[config.mk]
export PLATFORM = sky130hd
export DESIGN_NAME = dmem_port_arbiter_flat
export DESIGN_NICKNAME = d
export VERILOG_FILES = /design/src/rtl/dmem_port_arbiter_if.sv /design/src/rtl/dmem_port_arbiter.sv /design/src/flat_wrapper.sv
export SDC_FILE = /design/constraint.sdc
export NUM_CORES = 1
export LEC_CHECK = 0
export BUFFER_PORTS_ARGS = -buffer_cell sky130_fd_sc_hd__buf_2
export CAP_MARGIN = 20
export CORE_AREA = 2 2 110 112
export DETAILED_ROUTE_END_ITERATION = 7
export DIE_AREA = 0 0 112 114
export PLACE_DENSITY = 0.73
export SYNTH_ARGS = -nofsm -noshare
export SYNTH_HDL_FRONTEND = slang
export SYNTH_SLANG_ARGS = --single-unit
[constraint.sdc]
create_clock -name clk -period 2.2 [get_ports clk]
set_clock_uncertainty 0.15 [all_clocks]
set_input_delay 0.33 -clock clk [delete_from_list [all_inputs] [get_ports clk]]
set_output_delay 0.33 -clock clk [all_outputs]
set_load 0.005 [all_outputs]
[src/rtl/dmem_port_arbiter_if.sv]
// Bundle between the fetch/mem stages, the arbiter and the unified memory port.
// master is the requester/memory side, slave is the arbiter side.
interface dmem_port_arbiter_if;
  logic        if_req;
  logic [31:0] if_addr;
  logic        if_gnt;
  logic        if_rvalid;
  logic [31:0] if_rdata;
  logic        if_err;
  logic        d_req;
  logic        d_we;
  logic [31:0] d_addr;
  logic [31:0] d_wdata;
  logic [3:0]  d_be;
  logic        d_gnt;
  logic        d_rvalid;
  logic [31:0] d_rdata;
  logic        d_err;
  logic        mem_req;
  logic        mem_we;
  logic [31:0] mem_addr;
  logic [31:0] mem_wdata;
  logic [3:0]  mem_be;
  logic        mem_gnt;
  logic        mem_rvalid;
  logic [31:0] mem_rdata;
  logic        busy;
  logic        owner;

  modport master (
    output if_req, if_addr,
    output d_req, d_we, d_addr, d_wdata, d_be,
    output mem_gnt, mem_rvalid, mem_rdata,
    input  if_gnt, if_rvalid, if_rdata, if_err,
    input  d_gnt, d_rvalid, d_rdata, d_err,
    input  mem_req, mem_we, mem_addr, mem_wdata, mem_be,
    input  busy, owner
  );

  modport slave (
    input  if_req, if_addr,
    input  d_req, d_we, d_addr, d_wdata, d_be,
    input  mem_gnt, mem_rvalid, mem_rdata,
    output if_gnt, if_rvalid, if_rdata, if_err,
    output d_gnt, d_rvalid, d_rdata, d_err,
    output mem_req, mem_we, mem_addr, mem_wdata, mem_be,
    output busy, owner
  );
endinterface

[src/rtl/dmem_port_arbiter.sv]
// Single-outstanding arbiter sharing one memory port between fetch and D.
// D wins by default; IF is forced through after IF_MAX_WAIT lost rounds.
module dmem_port_arbiter #(
  parameter int IF_MAX_WAIT = 4,
  parameter int TIMEOUT     = 16
) (
  input logic                clk,
  input logic                reset,
  dmem_port_arbiter_if.slave bus
);

  typedef enum logic [1:0] {IDLE, REQ, WAIT} state_t;

  localparam logic [3:0] WMAX  = 4'(IF_MAX_WAIT);
  localparam logic [7:0] TLAST = 8'(TIMEOUT - 1);

  state_t      state;
  state_t      state_nxt;
  logic        owner_q;
  logic        we_q;
  logic [31:0] addr_q;
  logic [31:0] wdata_q;
  logic [3:0]  be_q;
  logic [3:0]  wait_cnt;
  logic [7:0]  to_cnt;

  logic live;
  logic if_force;
  logic d_win;
  logic if_win;
  logic in_req;
  logic gnt;
  logic rsp;
  logic expire;

  always_comb begin
    live     = !reset;
    if_force = bus.if_req && (wait_cnt == WMAX);
    d_win    = bus.d_req && !if_force;
    if_win   = bus.if_req && !d_win;
    in_req   = live && (state == REQ);
    gnt      = in_req && bus.mem_gnt;
    rsp      = live && (state == WAIT) && bus.mem_rvalid;
    expire   = live && (state == WAIT) && !bus.mem_rvalid
               && (to_cnt == TLAST);
  end

  always_ff @(posedge clk) begin
    if (reset) state <= IDLE;
    else       state <= state_nxt;
  end

  always_comb begin
    state_nxt = state;
    unique case (state)
      IDLE: if (d_win || if_win) state_nxt = REQ;
      REQ:  if (bus.mem_gnt) state_nxt = WAIT;
      WAIT: if (bus.mem_rvalid || to_cnt == TLAST)
              state_nxt = IDLE;
      default: state_nxt = IDLE;
    endcase
  end

  always_ff @(posedge clk) begin
    if (reset) begin
      owner_q  <= 1'b0;
      we_q     <= 1'b0;
      addr_q   <= '0;
      wdata_q  <= '0;
      be_q     <= '0;
      wait_cnt <= '0;
      to_cnt   <= '0;
    end else begin
      unique case (state)
        IDLE: begin
          if (d_win) begin
            owner_q <= 1'b1;
            we_q    <= bus.d_we;
            addr_q  <= bus.d_addr;
            wdata_q <= bus.d_wdata;
            be_q    <= bus.d_be;
            if (bus.if_req && wait_cnt != WMAX)
              wait_cnt <= wait_cnt + 4'd1;
          end else if (if_win) begin
            owner_q  <= 1'b0;
            we_q     <= 1'b0;
            addr_q   <= bus.if_addr;
            wdata_q  <= '0;
            be_q     <= 4'b1111;
            wait_cnt <= '0;
          end
        end
        REQ:  if (bus.mem_gnt) to_cnt <= '0;
        WAIT: if (!bus.mem_rvalid) to_cnt <= to_cnt + 8'd1;
        default: ;
      endcase
    end
  end

  // Outputs are gated so nothing leaks during reset or outside the owning phase.
  assign bus.mem_req   = in_req;
  assign bus.mem_we    = in_req && we_q;
  assign bus.mem_addr  = in_req ? addr_q  : '0;
  assign bus.mem_wdata = in_req ? wdata_q : '0;
  assign bus.mem_be    = in_req ? be_q    : '0;

  assign bus.if_gnt    = gnt && !owner_q;
  assign bus.d_gnt     = gnt && owner_q;
  assign bus.if_rvalid = rsp && !owner_q;
  assign bus.d_rvalid  = rsp && owner_q;
  assign bus.if_rdata  = bus.if_rvalid ? bus.mem_rdata : '0;
  assign bus.d_rdata   = bus.d_rvalid  ? bus.mem_rdata : '0;
  assign bus.if_err    = expire && !owner_q;
  assign bus.d_err     = expire && owner_q;

  assign bus.busy  = live && (state != IDLE);
  assign bus.owner = bus.busy && owner_q;

endmodule

[src/flat_wrapper.sv]
// flat-port wrapper written by rule: the top's interface ports become plain ports
module dmem_port_arbiter_flat 
#(
  parameter int IF_MAX_WAIT = 4,
  parameter int TIMEOUT     = 16
)
  (clk, reset, bus_if_req, bus_if_addr, bus_d_req, bus_d_we, bus_d_addr, bus_d_wdata, bus_d_be, bus_mem_gnt, bus_mem_rvalid, bus_mem_rdata, bus_if_gnt, bus_if_rvalid, bus_if_rdata, bus_if_err, bus_d_gnt, bus_d_rvalid, bus_d_rdata, bus_d_err, bus_mem_req, bus_mem_we, bus_mem_addr, bus_mem_wdata, bus_mem_be, bus_busy, bus_owner);
  dmem_port_arbiter_if bus_i ();
  input logic clk;
  input logic reset;
  input wire logic [$bits(bus_i.if_req)-1:0] bus_if_req;
  input wire logic [$bits(bus_i.if_addr)-1:0] bus_if_addr;
  input wire logic [$bits(bus_i.d_req)-1:0] bus_d_req;
  input wire logic [$bits(bus_i.d_we)-1:0] bus_d_we;
  input wire logic [$bits(bus_i.d_addr)-1:0] bus_d_addr;
  input wire logic [$bits(bus_i.d_wdata)-1:0] bus_d_wdata;
  input wire logic [$bits(bus_i.d_be)-1:0] bus_d_be;
  input wire logic [$bits(bus_i.mem_gnt)-1:0] bus_mem_gnt;
  input wire logic [$bits(bus_i.mem_rvalid)-1:0] bus_mem_rvalid;
  input wire logic [$bits(bus_i.mem_rdata)-1:0] bus_mem_rdata;
  output wire logic [$bits(bus_i.if_gnt)-1:0] bus_if_gnt;
  output wire logic [$bits(bus_i.if_rvalid)-1:0] bus_if_rvalid;
  output wire logic [$bits(bus_i.if_rdata)-1:0] bus_if_rdata;
  output wire logic [$bits(bus_i.if_err)-1:0] bus_if_err;
  output wire logic [$bits(bus_i.d_gnt)-1:0] bus_d_gnt;
  output wire logic [$bits(bus_i.d_rvalid)-1:0] bus_d_rvalid;
  output wire logic [$bits(bus_i.d_rdata)-1:0] bus_d_rdata;
  output wire logic [$bits(bus_i.d_err)-1:0] bus_d_err;
  output wire logic [$bits(bus_i.mem_req)-1:0] bus_mem_req;
  output wire logic [$bits(bus_i.mem_we)-1:0] bus_mem_we;
  output wire logic [$bits(bus_i.mem_addr)-1:0] bus_mem_addr;
  output wire logic [$bits(bus_i.mem_wdata)-1:0] bus_mem_wdata;
  output wire logic [$bits(bus_i.mem_be)-1:0] bus_mem_be;
  output wire logic [$bits(bus_i.busy)-1:0] bus_busy;
  output wire logic [$bits(bus_i.owner)-1:0] bus_owner;
  assign bus_i.if_req = bus_if_req;
  assign bus_i.if_addr = bus_if_addr;
  assign bus_i.d_req = bus_d_req;
  assign bus_i.d_we = bus_d_we;
  assign bus_i.d_addr = bus_d_addr;
  assign bus_i.d_wdata = bus_d_wdata;
  assign bus_i.d_be = bus_d_be;
  assign bus_i.mem_gnt = bus_mem_gnt;
  assign bus_i.mem_rvalid = bus_mem_rvalid;
  assign bus_i.mem_rdata = bus_mem_rdata;
  assign bus_if_gnt = bus_i.if_gnt;
  assign bus_if_rvalid = bus_i.if_rvalid;
  assign bus_if_rdata = bus_i.if_rdata;
  assign bus_if_err = bus_i.if_err;
  assign bus_d_gnt = bus_i.d_gnt;
  assign bus_d_rvalid = bus_i.d_rvalid;
  assign bus_d_rdata = bus_i.d_rdata;
  assign bus_d_err = bus_i.d_err;
  assign bus_mem_req = bus_i.mem_req;
  assign bus_mem_we = bus_i.mem_we;
  assign bus_mem_addr = bus_i.mem_addr;
  assign bus_mem_wdata = bus_i.mem_wdata;
  assign bus_mem_be = bus_i.mem_be;
  assign bus_busy = bus_i.busy;
  assign bus_owner = bus_i.owner;
  dmem_port_arbiter #(.IF_MAX_WAIT(IF_MAX_WAIT), .TIMEOUT(TIMEOUT)) u_core (.clk(clk), .reset(reset), .bus(bus_i));
endmodule
==> qor.yml <==
pwr:
  p_comb_share_pct: 19.3
  p_leak_nw: 3.12
  power_switching_share_pct: 27.5
  total_power_mw: 3.95
  p_clk_share_pct: 37.0
  p_per_area_mw_per_mm2: 632
  ir_drop_uv: 466
  internal_power_mw: 2.87
  seqPwrFrac_pct: 43.7
  p_switching_mw: 1.09
worst_hold_path:
  hold_path_class: "input port to flop"
  holdCritStartpoint: "bus_d_wdata[10]"
status:
  violations: "setup timing"
  status: "finished, violations left"
synth:
  synthDominantCellAreaShare_pct: 38.6
  ys_warn_count: 0
  netlist_area_sq_mm: 0.00435
  netlist_instances: 563
  synth_flop_cell: "dfxtp_1"
  async_reset_ff_share_pct: 0
  yosysTopAreaCell: "dfxtp_1"
  synth.avg_cell_area_sq_um: 7.73
  synth_edf_count: 0
  yosysSeqAreaShare_pct: 38.6
  yosysMostFrequentCell: "and2_1"
  synth-seq-cells: 84
  syn-num-nets: 705
  synth.area.top_cells: "dfxtp_1, and2_1, nor3_1"
  synth_cell_type_count: 39
  ys_top_cells_by_count: "and2_1, dfxtp_1, nor2_1, nor3_1, clkbuf_1"
grt:
  grt-ovfl-total: 0
  grt.total_usage_pct: 20.5
  antenna_found_initial: 4
  grt_pass1_vias: 4341
  grt_max_degree: 71
  grt_pass1_wl_um: 21300
sta:
  min_period_ns: 2.27
  timing_hold_violations_final: 0
  setup_tns_ns: -0.125
  worstMarginPinSlew_ns: 0.480
  fmax_mhz: 441
  finalCritPeriodShare_pct: 103
  fin_hold_ws_ns: 0.0992
  finalWorstSetupSlack_ns: -0.0653
  rsz0062_at_grt: "true"
  maxSlewHeadroom_pct: 67.9
  setup_viol: 2
  slew_violations: 0
cts:
  clkSinkCount: 84
  clk-insertion-delay-late_ns: 0.32
  root_buffer: "clkbuf_16"
  cts_buffers: 9
  ctsHoldBuffers: 0
  cts_tree: "done"
  clkTransAtPathRegs_ns: 0.06
  cts_htree_levels: 3
  clk_path_buf_depth: 2
floorplanning:
  core_area_sq_mm: 0.0117
  start_util_pct: 37.2
  rows: 40
  num_io_pins: 281
  die_h_um: 114
  die_area_sq_mm: 0.0128
  die_w_um: 112
critical_path:
  critPathArrivalTime_ns: 1.79
  path_max_fanout: 2
  critPathKind: "flop to output port"
  path_cells: "or4_4 > or3_4 > nor3_4 > buf_2"
  start_kind: "flop"
  cp-end-kind: "output port"
  r2r-start: "u_core.wait_cnt[0]$_SDFFE_PP0P_"
  cp_top_family: "simple AND/OR/NAND/NOR gates"
  path_buf_inv: 1
  cp_slowest_cell: "or4_4"
  slowest_delay_ns: 0.53
  crit_start: "u_core.to_cnt[7]$_SDFFE_PP0P_"
  worst_ep_required_time_ns: 1.72
routing:
  wl_per_cell_um: 14.3
  wirelength_um: 13900
  route.detailed.drc: 0
  ant_nets: 0
  drt-vias-per-instance: 4.95
  num_vias: 4826
  drt_first_pass_iters: 5
  drt-initial-drc-count: 175
cells_and_area:
  layout-drive-gt1-share_pct: 39.2
  fin_cells: 974
  fin_nets: 959
  syn2layout_area_growth_pct: 43.7
  postLayoutCellArea_sq_mm: 0.00625
placement:
  dp.cells: 952
  port_buffers: 280
  dp_hpwl_um: 10100
  place_congestion: 0.841
  post_dp_cell_area_sq_mm: 0.00591
job:
  maxCapViolations: 0
-- per-layer routing --
metal	vias up	part of all wire [%]	routed length, um	track usage [%]
met5	-	0	0	0
met4	0	3.2	446	9.76
li1	2432	-	-	-
met1	2188	40	5610	22.8
met2	180	50	6950	37.0
met3	26	6.4	896	4.84
-- worst reg2reg max path: cells and delay by family (launching register included) --
family / cells / cell delay [ns]
adder cells (fa/ha/maj): 1 / 0.20
buffers and inverters: 2 / 0.27
flip-flops: 1 / 0.38
AND/OR/NAND/NOR: 4 / 0.70
-- cells in the final DEF, fill, tap and decap left out, drive strengths merged, types with 5 or more instances in the layout --
cell / n
buf: 294
and2: 134
nor2: 85
dfxtp: 84
nor3: 74
nor4: 33
a22oi: 33
nand2: 11
clkbuf: 11
a21oi: 8
nand3: 7
diode: 5
xnor2: 5
-- sequential cells by signal (all words and copies together) (netlist names) --
signal           cells
u_core.wait_cnt      4
u_core.owner_q       1
u_core.we_q          1
u_core.state         2
u_core.be_q          4
u_core.addr_q       32
u_core.to_cnt        8
u_core.wdata_q      32
-- power groups by stage --
stage / sequential (mW) / clock (mW) / combinational (mW)
after floorplan: 1.73 / 0 / 0.455
after global placement: 1.75 / 0 / 0.756
after detailed placement: 1.75 / 0 / 0.761
after CTS: 1.72 / 1.50 / 0.767
after global routing: 1.74 / 1.57 / 0.856
final: 1.73 / 1.46 / 0.763
-- layout make-up --
| cell class | instances | area (sq um) |
|---|---|---|
| clock inverter | 5 | 52.6 |
| multi-input combinational | 425 | 2480 |
| tap | 147 | 184 |
| fill | 1150 | 5460 |
| antenna | 5 | 12.5 |
| clock buffer | 11 | 233 |
| sequential | 84 | 1690 |
| inverter | 3 | 11.3 |
| timing repair buffer | 294 | 1590 |
-- worst paths after layout --
path	slack [ns]	cells past startpoint	end
worst min-delay path	0.1	3	u_core.wdata_q[10]$_SDFFE_PP0P_
worst max-delay path	-0.07	4	bus_if_err
worst max register to register	0.39	7	u_core.addr_q[4]$_SDFFE_PP0P_
worst min register to register	0.34	2	u_core.wdata_q[15]$_SDFFE_PP0P_
-- through the flow --
step           worst slack [ns]  util, %
2_1_floorplan             0.237        -
3_3_place_gp              0.191     50.4
3_5_place_dp              0.142     50.4
4_1_cts                 -0.0921     53.1
5_1_grt                  -0.141     53.3
6_report                -0.0653     53.4
-- kinds of logic (layout without fill, tap and decap cells) --
family / count (synthesis) / in the layout / share of synthesized area (%)
flops: 84 / 84 / 38.6
buf+inv: 54 / 313 / 5.38
fa+ha+maj: 3 / 3 / 0.863
other cells: 0 / 5 / 0
simple gates: 365 / 365 / 45.3
xor+xnor: 6 / 6 / 1.21
compound gates: 51 / 51 / 8.63
-- what timing repair did --
| item | CTS | global route |
|---|---|---|
| setup endpoints to repair | 52 | 67 |
| buffers inserted | 0 | 1 |
| pin swaps | 1 | 2 |
| gates cloned | 0 | 0 |
| gates resized for setup | 9 | 4 |
No activity file was read; power rests on OpenSTA's default activity.
